==> config.mk <==
export PLATFORM = sky130hd
export DESIGN_NAME = mem_stage_ctrl
export DESIGN_NICKNAME = d
export VERILOG_FILES = /design/src/rtl/mem_stage_ctrl.sv
export SDC_FILE = /design/constraint.sdc
export NUM_CORES = 1
export LEC_CHECK = 0
export ABC_AREA = 1
export ABC_CLOCK_PERIOD_IN_PS = 1000
export CORE_AREA = 2 2 39 41
export CTS_BUF_LIST = sky130_fd_sc_hd__clkbuf_4 sky130_fd_sc_hd__clkbuf_8 sky130_fd_sc_hd__clkbuf_16
export CTS_CLUSTER_DIAMETER = 60
export DETAILED_ROUTE_END_ITERATION = 12
export DIE_AREA = 0 0 41 43
export PLACE_DENSITY = 0.79
export SLEW_MARGIN = 25
export SYNTH_ARGS = -nofsm -noshare
export SYNTH_HDL_FRONTEND = slang
export SYNTH_SLANG_ARGS = --single-unit
==> constraint.sdc <==
create_clock -name i_clk -period 1 [get_ports i_clk]
set_input_delay 0.2 -clock i_clk [delete_from_list [all_inputs] [get_ports i_clk]]
set_output_delay 0.2 -clock i_clk [all_outputs]
set_load 0.02 [all_outputs]
==> src/rtl/mem_stage_ctrl.sv <==
`default_nettype none
// ============================================================================
//  Module   : mem_stage_ctrl
//  Purpose  : Sequences the EX/MEM pipeline register and its data-SRAM port.
//             Holds the pipe during multi-cycle accesses, abandons hung
//             accesses after TIMEOUT_CYC wait cycles, and only lets flushes
//             and interrupt entry through on cycles where EX/MEM is not
//             stalled (EX/MEM ignores its flush input while stalled).
//  Revision : 1.0 - initial release
// ============================================================================
module mem_stage_ctrl #(
  parameter int TIMEOUT_CYC = 16
) (
  input  logic i_clk,
  input  logic i_rst,
  input  logic i_mem_op,
  input  logic i_mem_wr,
  input  logic i_sram_ack,
  input  logic i_irq,
  input  logic i_flush_req,
  output logic o_sram_req,
  output logic o_sram_we,
  output logic o_stall,
  output logic o_exmem_flush_n,
  output logic o_irq_take,
  output logic o_bus_err,
  output logic o_busy
);

  localparam int CNT_W = (TIMEOUT_CYC > 2) ? $clog2(TIMEOUT_CYC) : 1;
  localparam logic [CNT_W-1:0] C_CNT_LAST = CNT_W'(TIMEOUT_CYC - 1);

  typedef enum logic [1:0] {
    ST_IDLE = 2'd0,
    ST_WAIT = 2'd1,
    ST_IRQ  = 2'd2
  } state_e;

  state_e           state_q, state_d;
  logic [CNT_W-1:0] cnt_q, cnt_d;
  logic             we_q, we_d;
  logic             flush_pend_q, flush_pend_d;

  logic sram_req, sram_we, stall, irq_take, bus_err, flush_act;

  // State, wait counter, latched write flag and pending-flush register
  always_ff @(posedge i_clk) begin
    if (i_rst) begin
      state_q      <= ST_IDLE;
      cnt_q        <= '0;
      we_q         <= 1'b0;
      flush_pend_q <= 1'b0;
    end else begin
      state_q      <= state_d;
      cnt_q        <= cnt_d;
      we_q         <= we_d;
      flush_pend_q <= flush_pend_d;
    end
  end

  // Next-state and raw (pre-reset-gating) output decode
  always_comb begin
    state_d  = state_q;
    cnt_d    = cnt_q;
    we_d     = we_q;
    sram_req = 1'b0;
    sram_we  = 1'b0;
    stall    = 1'b0;
    irq_take = 1'b0;
    bus_err  = 1'b0;

    unique case (state_q)
      ST_IDLE: begin
        sram_req = i_mem_op;
        sram_we  = i_mem_op & i_mem_wr;
        if (i_mem_op) begin
          // A pending access is always served before an interrupt is taken.
          if (!i_sram_ack) begin
            stall   = 1'b1;
            state_d = ST_WAIT;
            cnt_d   = '0;
            we_d    = i_mem_wr;
          end
        end else if (i_irq && !i_flush_req && !flush_pend_q) begin
          // A flush this cycle outranks interrupt entry; irq is level and
          // will be seen again next cycle.
          state_d = ST_IRQ;
        end
      end

      ST_WAIT: begin
        sram_req = 1'b1;
        sram_we  = we_q;
        cnt_d    = cnt_q + CNT_W'(1);
        if (i_sram_ack) begin
          // Completion beats the timeout when both land together.
          state_d = ST_IDLE;
        end else if (cnt_q == C_CNT_LAST) begin
          bus_err = 1'b1;
          state_d = ST_IDLE;
        end else begin
          stall = 1'b1;
        end
      end

      ST_IRQ: begin
        // Any MEM-stage op here is squashed by the flush: no SRAM strobe.
        irq_take = 1'b1;
        state_d  = ST_IDLE;
      end

      default: begin
        state_d = ST_IDLE;
      end
    endcase
  end

  // Flushes are held off while stalled and remembered until the pipe moves
  always_comb begin
    flush_act    = !stall && (i_flush_req || flush_pend_q || (state_q == ST_IRQ));
    flush_pend_d = flush_pend_q;
    if (stall && i_flush_req) begin
      flush_pend_d = 1'b1;
    end else if (!stall) begin
      flush_pend_d = 1'b0;
    end
  end

  // Reset forces the EX/MEM register to NOP and quiets everything else
  always_comb begin
    o_sram_req      = !i_rst && sram_req;
    o_sram_we       = !i_rst && sram_we;
    o_stall         = !i_rst && stall;
    o_exmem_flush_n = !i_rst && !flush_act;
    o_irq_take      = !i_rst && irq_take;
    o_bus_err       = !i_rst && bus_err;
    o_busy          = !i_rst && (state_q != ST_IDLE);
  end

endmodule
`default_nettype wire

==> impl_metrics.py, run 1 <==
metrics = {
    "route": {
        "drtIter0Drc": 9,
        "vias_per_cell": 4.84,
        "postRouteWirelength_um": 1790,
        "drc": 0,
        "wl_per_cell_um": 13.1,
        "dr.pass1.iters": 4,
        "via_count": 658,
        "ant_nets": 0,
    },
    "place": {
        "place_congestion": 0.772,
        "dpl.hpwl_um": 1070,
        "post-place-ws_ps": -909,
        "port_buffers": 13,
        "placed_cell_area_um2": 841,
    },
    "power": {
        "total_power_uw": 904,
        "ir_drop_v": 0.000904,
        "cellLeakagePower_uw": 0.000501,
        "cellPowerDensity_mw_per_mm2": 852,
    },
    "final_layout": {
        "fillerInstances": 101,
        "num_antenna_cells": 0,
        "drive_gt1_share_pct": 65.8,
        "final_nets": 130,
        "area_growth_pct": 115,
        "utilization_pct": 76.7,
        "design_area_mm2": 0.00106,
    },
    "synthesis": {
        "synth.largest_area_cell": "dfxtp_1",
        "yosysMostFrequentCell": "nand2_1",
        "synth_common_cells": "nand2_1, inv_1, dfxtp_1, nand3_1, nor2_1",
        "synth_warnings": 0,
        "netlist_top_cells_area": "dfxtp_1, nand2_1, inv_1, nand3_1, nor2_1",
        "synth_top_cell_area_share_pct": 32.5,
        "ys_types": 19,
        "ys_seq_elements": 8,
        "synthesis.area_um2": 493,
        "ys_dominant_reg_cell": "dfxtp_1",
        "synth_edf_count": 0,
        "async_flop_share_pct": 0,
        "synth_nets": 85,
        "syn-instance-count": 77,
        "synth_seq_area_share_pct": 32.5,
        "synth.avg_cell_area_um2": 6.40,
    },
    "floorplanning": {
        "fp.dieW_um": 41,
        "initial_core_util_pct": 35.6,
        "fp.dieH_um": 43,
        "die_area_mm2": 0.00176,
        "fp-row-count": 14,
        "core_mm2": 0.00138,
        "num_io_pins": 14,
    },
    "global_route": {
        "grt_first_pass_wirelength_um": 2490,
        "grt-ovfl-total": 0,
        "antenna_found_initial": 0,
        "grt_pass1_vias": 600,
        "grt_max_degree": 5,
        "grt_usage_pct": 21.3,
    },
    "timing": {
        "finalMaxSlewViolations": 0,
        "rsz0062_at_grt": "yes",
        "finalClockSkew_ps": 6.52,
        "timing.final.ws_setup_ps": -459,
        "max-slew-margin-rel_pct": 84.1,
        "period_share_pct": 146,
        "min_period_ps": 1460,
        "hold_viol": 0,
        "max_freq_mhz": 685,
        "worstMarginPinSlew_ps": 238,
        "setup_viol": 14,
    },
    "clock_network": {
        "cts_buffer_depth": 2,
        "cts_buffers": 3,
        "cts_hold_buf": 0,
        "cts_tree": "done",
        "clock_latency_ps": 250,
        "root_buffer": "clkbuf_4",
        "cts_sinks": 8,
        "htree_levels": 1,
        "cts.clk_slew.worst_paths_ps": 60,
    },
    "status": {
        "status": "finished, violations left",
        "failed_checks": "negative setup slack",
    },
    "critical_path": {
        "setup.worst_path.end_class": "output port",
        "required_ps": 800,
        "crit_arrival_ps": 1260,
        "cp_max_fo": 3,
        "crit_path_start_kind": "flop",
        "critical_path_class": "reg -> out",
    },
    "min_path": {
        "hold_class": "in -> reg",
    },
    "flow_run": {
        "maxCapViolCount": 0,
    },
}
==> power by group <==
group	internal [µW]	switching [µW]	leakage [µW]	total, µW
Clock	138	114	0.0000138	252
Sequential	327	14.9	0.0000679	342
Combinational	157	153	0.000419	310
Total	622	282	0.000501	904
==> metrics by stage <==
stage / TNS (ps) / instances / hold slack (ps)
after floorplan: -243 / 77 / 338
after global placement: -8610 / 124 / 431
after detailed placement: -8780 / 124 / 437
after CTS: -3530 / 135 / 460
after global routing: -4380 / 136 / 521
final: -3570 / 136 / 528
==> cell usage in the layout (no fill, tap or decap), types with 4 or more instances in the layout <==
cell and instances:
buf_6 12, nand2_2 4, nor2_4 5, nand2_4 4, nand3_1 5, inv_2 6
inv_1 6, buf_4 23, nand2_1 13
==> critical path, stage by stage (launching register included) <==
cell,delay (ps)
dfxtp_2,360
ha_4,150
nand3_4,90
nand3_4,110
nand3_2,60
nand2_1,70
inv_2,40
buf_6,120
==> metal layers <==
metal | up-vias | global-route usage, % | part of all wire, % | routed length, µm
met2 | 21 | 36.9 | 58 | 1040
li1 | 326 | - | - | -
met4 | 0 | 10.0 | 2.9 | 51
met5 | - | 0 | 0 | 0
met1 | 305 | 22.1 | 34 | 614
met3 | 6 | 5.24 | 4.9 | 87
==> logic make-up (layout without fill, tap and decap cells) <==
family                   after synthesis  count (layout)  share of synthesized area (%)
buffers and inverters                 15              58                           12.2
adder cells (fa/ha/maj)                1               1                           2.54
flip-flops                             8               8                           32.5
AND/OR/NAND/NOR                       47              47                           45.9
XOR/XNOR                               1               1                           1.78
AO/OA/AOI/OAI                          5               5                           5.08
==> registers in the layout, summed over array words and instances (netlist names) <==
register and count:
cnt_q 4, flush_pend_q 1, state_q 2, we_q 1
==> final cells by class <==
type / instances / area, µm² / area share (%)
clock buffer: 3 / 22.5 / 2.12
inverter: 14 / 60.1 / 5.66
multi-input combinational: 54 / 423 / 39.9
sequential: 8 / 171 / 16.2
tap: 16 / 20.0 / 1.89
timing repair buffer: 41 / 364 / 34.3
==> worst paths after layout <==
path                                   start               to  cells past startpoint  slack [ps]
worst max-delay path                cnt_q[0]  o_exmem_flush_n                      7        -460
worst max register to register    state_q[0]             we_q                      8        -320
worst min-delay path                   i_rst         cnt_q[2]                      3         530
worst min register to register  flush_pend_q       state_q[1]                      3         550
==> timing repair <==
action,in CTS,in global routing
gates resized for setup,60,23
buffers inserted,8,2
pin swaps,11,14
endpoints found under the setup margin,15,15
Note: power is estimated with default switching activity, not from simulation.
==> run 2: changes to the inputs <==
Settings changed: CAP_MARGIN set to 30.
==> results of run 2 <==
Same layout as run 1: the final DEF is identical, and so are final timing and power.
==> run 3: changes to the inputs <==
Settings changed: CELL_PAD_IN_SITES_DETAIL_PLACEMENT set to 0, CELL_PAD_IN_SITES_GLOBAL_PLACEMENT set to 1, CORE_AREA 2 2 39 41 to unset, CORE_UTILIZATION set to 27, DIE_AREA 0 0 41 43 to unset, PLACE_DENSITY 0.79 to 0.83.
==> impl_metrics.py, run 3 (same netlist as run 1, synthesis figures left out) <==
metrics = {
    "final_layout": {
        "mostFrequentLayoutCells": "buf_4, nand2_1, buf_6",
        "final_nets": 126,
        "reg_top3": "cnt_q: 4 flops, state_q: 2 flops",
        "num_antenna_cells": 0,
        "fin_cells": 141,
        "final_common_cell": "buf_4",
        "largest_reg_flops": 4,
        "drive_gt1_share_pct": 58.6,
        "area_growth_pct": 105,
        "regMostFlops": "cnt_q",
    },
    "floorplanning": {
        "initial_core_util_pct": 28.6,
        "fp.dieH_um": 44.7,
        "die_area_mm2": 0.00200,
        "core_mm2": 0.00173,
        "num_io_pins": 14,
        "fp-row-count": 15,
        "fp.dieW_um": 44.7,
    },
    "global_route": {
        "grt-ovfl-total": 0,
        "antenna_found_initial": 0,
        "grt_pass1_vias": 545,
        "grt_first_pass_wirelength_um": 2330,
        "grt_usage_pct": 16.5,
        "grt_max_degree": 6,
    },
    "critical_path": {
        "crit_start": "state_q[0]",
        "crit_path_start_kind": "flop",
        "cp_max_fo": 5,
        "critical_path_class": "reg -> out",
        "setup.worst_path.end_class": "output port",
        "crit_arrival_ps": 1240,
        "reg2reg_depth": 9,
        "reg2reg_from": "state_q[0]",
        "required_ps": 800,
    },
    "power": {
        "cellLeakagePower_uw": 0.000484,
        "cellPowerDensity_mw_per_mm2": 854,
        "internal_power_uw": 602,
        "power_frac_comb_pct": 31.7,
        "p_clk_share_pct": 28.9,
        "swShare_pct": 30.3,
        "ir_drop_v": 0.000420,
        "switchingPower_uw": 262,
        "pwr-share-seq_pct": 39.4,
    },
    "timing": {
        "finalMaxSlewViolations": 0,
        "max_freq_mhz": 695,
        "period_share_pct": 144,
        "worstMarginPinSlew_ps": 236,
        "max-slew-margin-rel_pct": 84.2,
        "setup_viol": 13,
        "hold_viol": 0,
        "rsz0062_at_grt": "yes",
        "finalSetupTns_ps": -3320,
        "whs_ps": 267,
        "finalClockSkew_ps": 5.16,
        "timing.final.ws_setup_ps": -439,
        "min_period_ps": 1440,
    },
    "min_path": {
        "hold_start": "i_flush_req",
        "hold_class": "in -> reg",
        "hold_path_depth": 4,
    },
    "clock_network": {
        "cts_sinks": 8,
        "cts_tree": "done",
        "htree_levels": 1,
        "cts_hold_buf": 0,
        "clock_latency_ps": 250,
        "cts_buffer_depth": 2,
        "root_buffer": "clkbuf_4",
        "cts.clk_slew.worst_paths_ps": 60,
        "cts_buffers": 3,
    },
    "route": {
        "dr.pass1.iters": 4,
        "vias_per_cell": 4.28,
        "postRouteWirelength_um": 1400,
        "wl_per_cell_um": 9.95,
        "drc": 0,
        "drtIter0Drc": 8,
        "via_count": 604,
        "ant_nets": 0,
    },
    "place": {
        "dpl.hpwl_um": 1040,
        "port_buffers": 13,
        "dp.cells": 133,
        "place_congestion": 0.830,
    },
    "flow_run": {
        "maxCapViolCount": 0,
    },
    "status": {
        "failed_checks": "negative setup slack",
        "status": "finished, violations left",
    },
}
==> run 3: cell count changes in the layout (fill, tap and decap cells not counted), moves of 2 or more <==
cell	delta
buf_4	-2
buf_6	-2
nand2_1	+2
nand2_4	-2
nor2_1	+2
==> run 3: final timing paths <==
check / endpoint / slack, ps
min: state_q[1] / 270
max: o_sram_we / -440
min reg2reg: we_q / 460
max reg2reg: state_q[1] / -390
==> run 3: power groups by stage <==
stage | sequential, µW | clock, µW | combinational, µW
after detailed placement | 348 | 0 | 220
after CTS | 340 | 262 | 241
after global placement | 348 | 0 | 219
after floorplan | 346 | 0 | 112
after global routing | 341 | 283 | 299
final | 341 | 249 | 274
==> run 3: worst max-delay path: stages, from the launching register on <==
cell     delay (ps)
dfxtp_4         390
inv_2            70
nor2_4          120
nand2_1         110
a21oi_4         140
buf_4           140
==> run 3: repair_timing <==
action / 4_1_cts / 5_1_grt
setup buffers: 3 / 6
endpoints found under the setup margin: 15 / 14
gates resized for setup: 53 / 20
cloned: 0 / 0
pin swaps: 8 / 14
==> run 3: cell type report <==
cell class | instances | area (µm²)
clock buffers | 3 | 22.5
well taps | 25 | 31.3
fillers | 163 | 714
inverters | 14 | 57.6
repair buffers | 37 | 329
multi-input cells | 54 | 402
flip-flops and latches | 8 | 170
==> run 3: per-stage QoR <==
stage | area, µm² | util [%] | total power [µW] | setup WS (ps)
finish | 1010 | 58.6 | 864 | -439
global route | 1010 | 58.6 | 923 | -492
CTS | 923 | 53.5 | 842 | -441
detailed placement | 852 | 49.3 | 569 | -905
global placement | 852 | 49.3 | 567 | -886
floorplan | 556 | - | 459 | -83.1
==> run 3: per-layer routing <==
layer | up-vias | routed length, µm | GRT usage [%]
met5 | - | 0 | 0
met4 | 0 | 13 | 9.09
met1 | 273 | 606 | 19.9
met3 | 2 | 47 | 3.60
met2 | 8 | 735 | 27.1
li1 | 321 | - | -
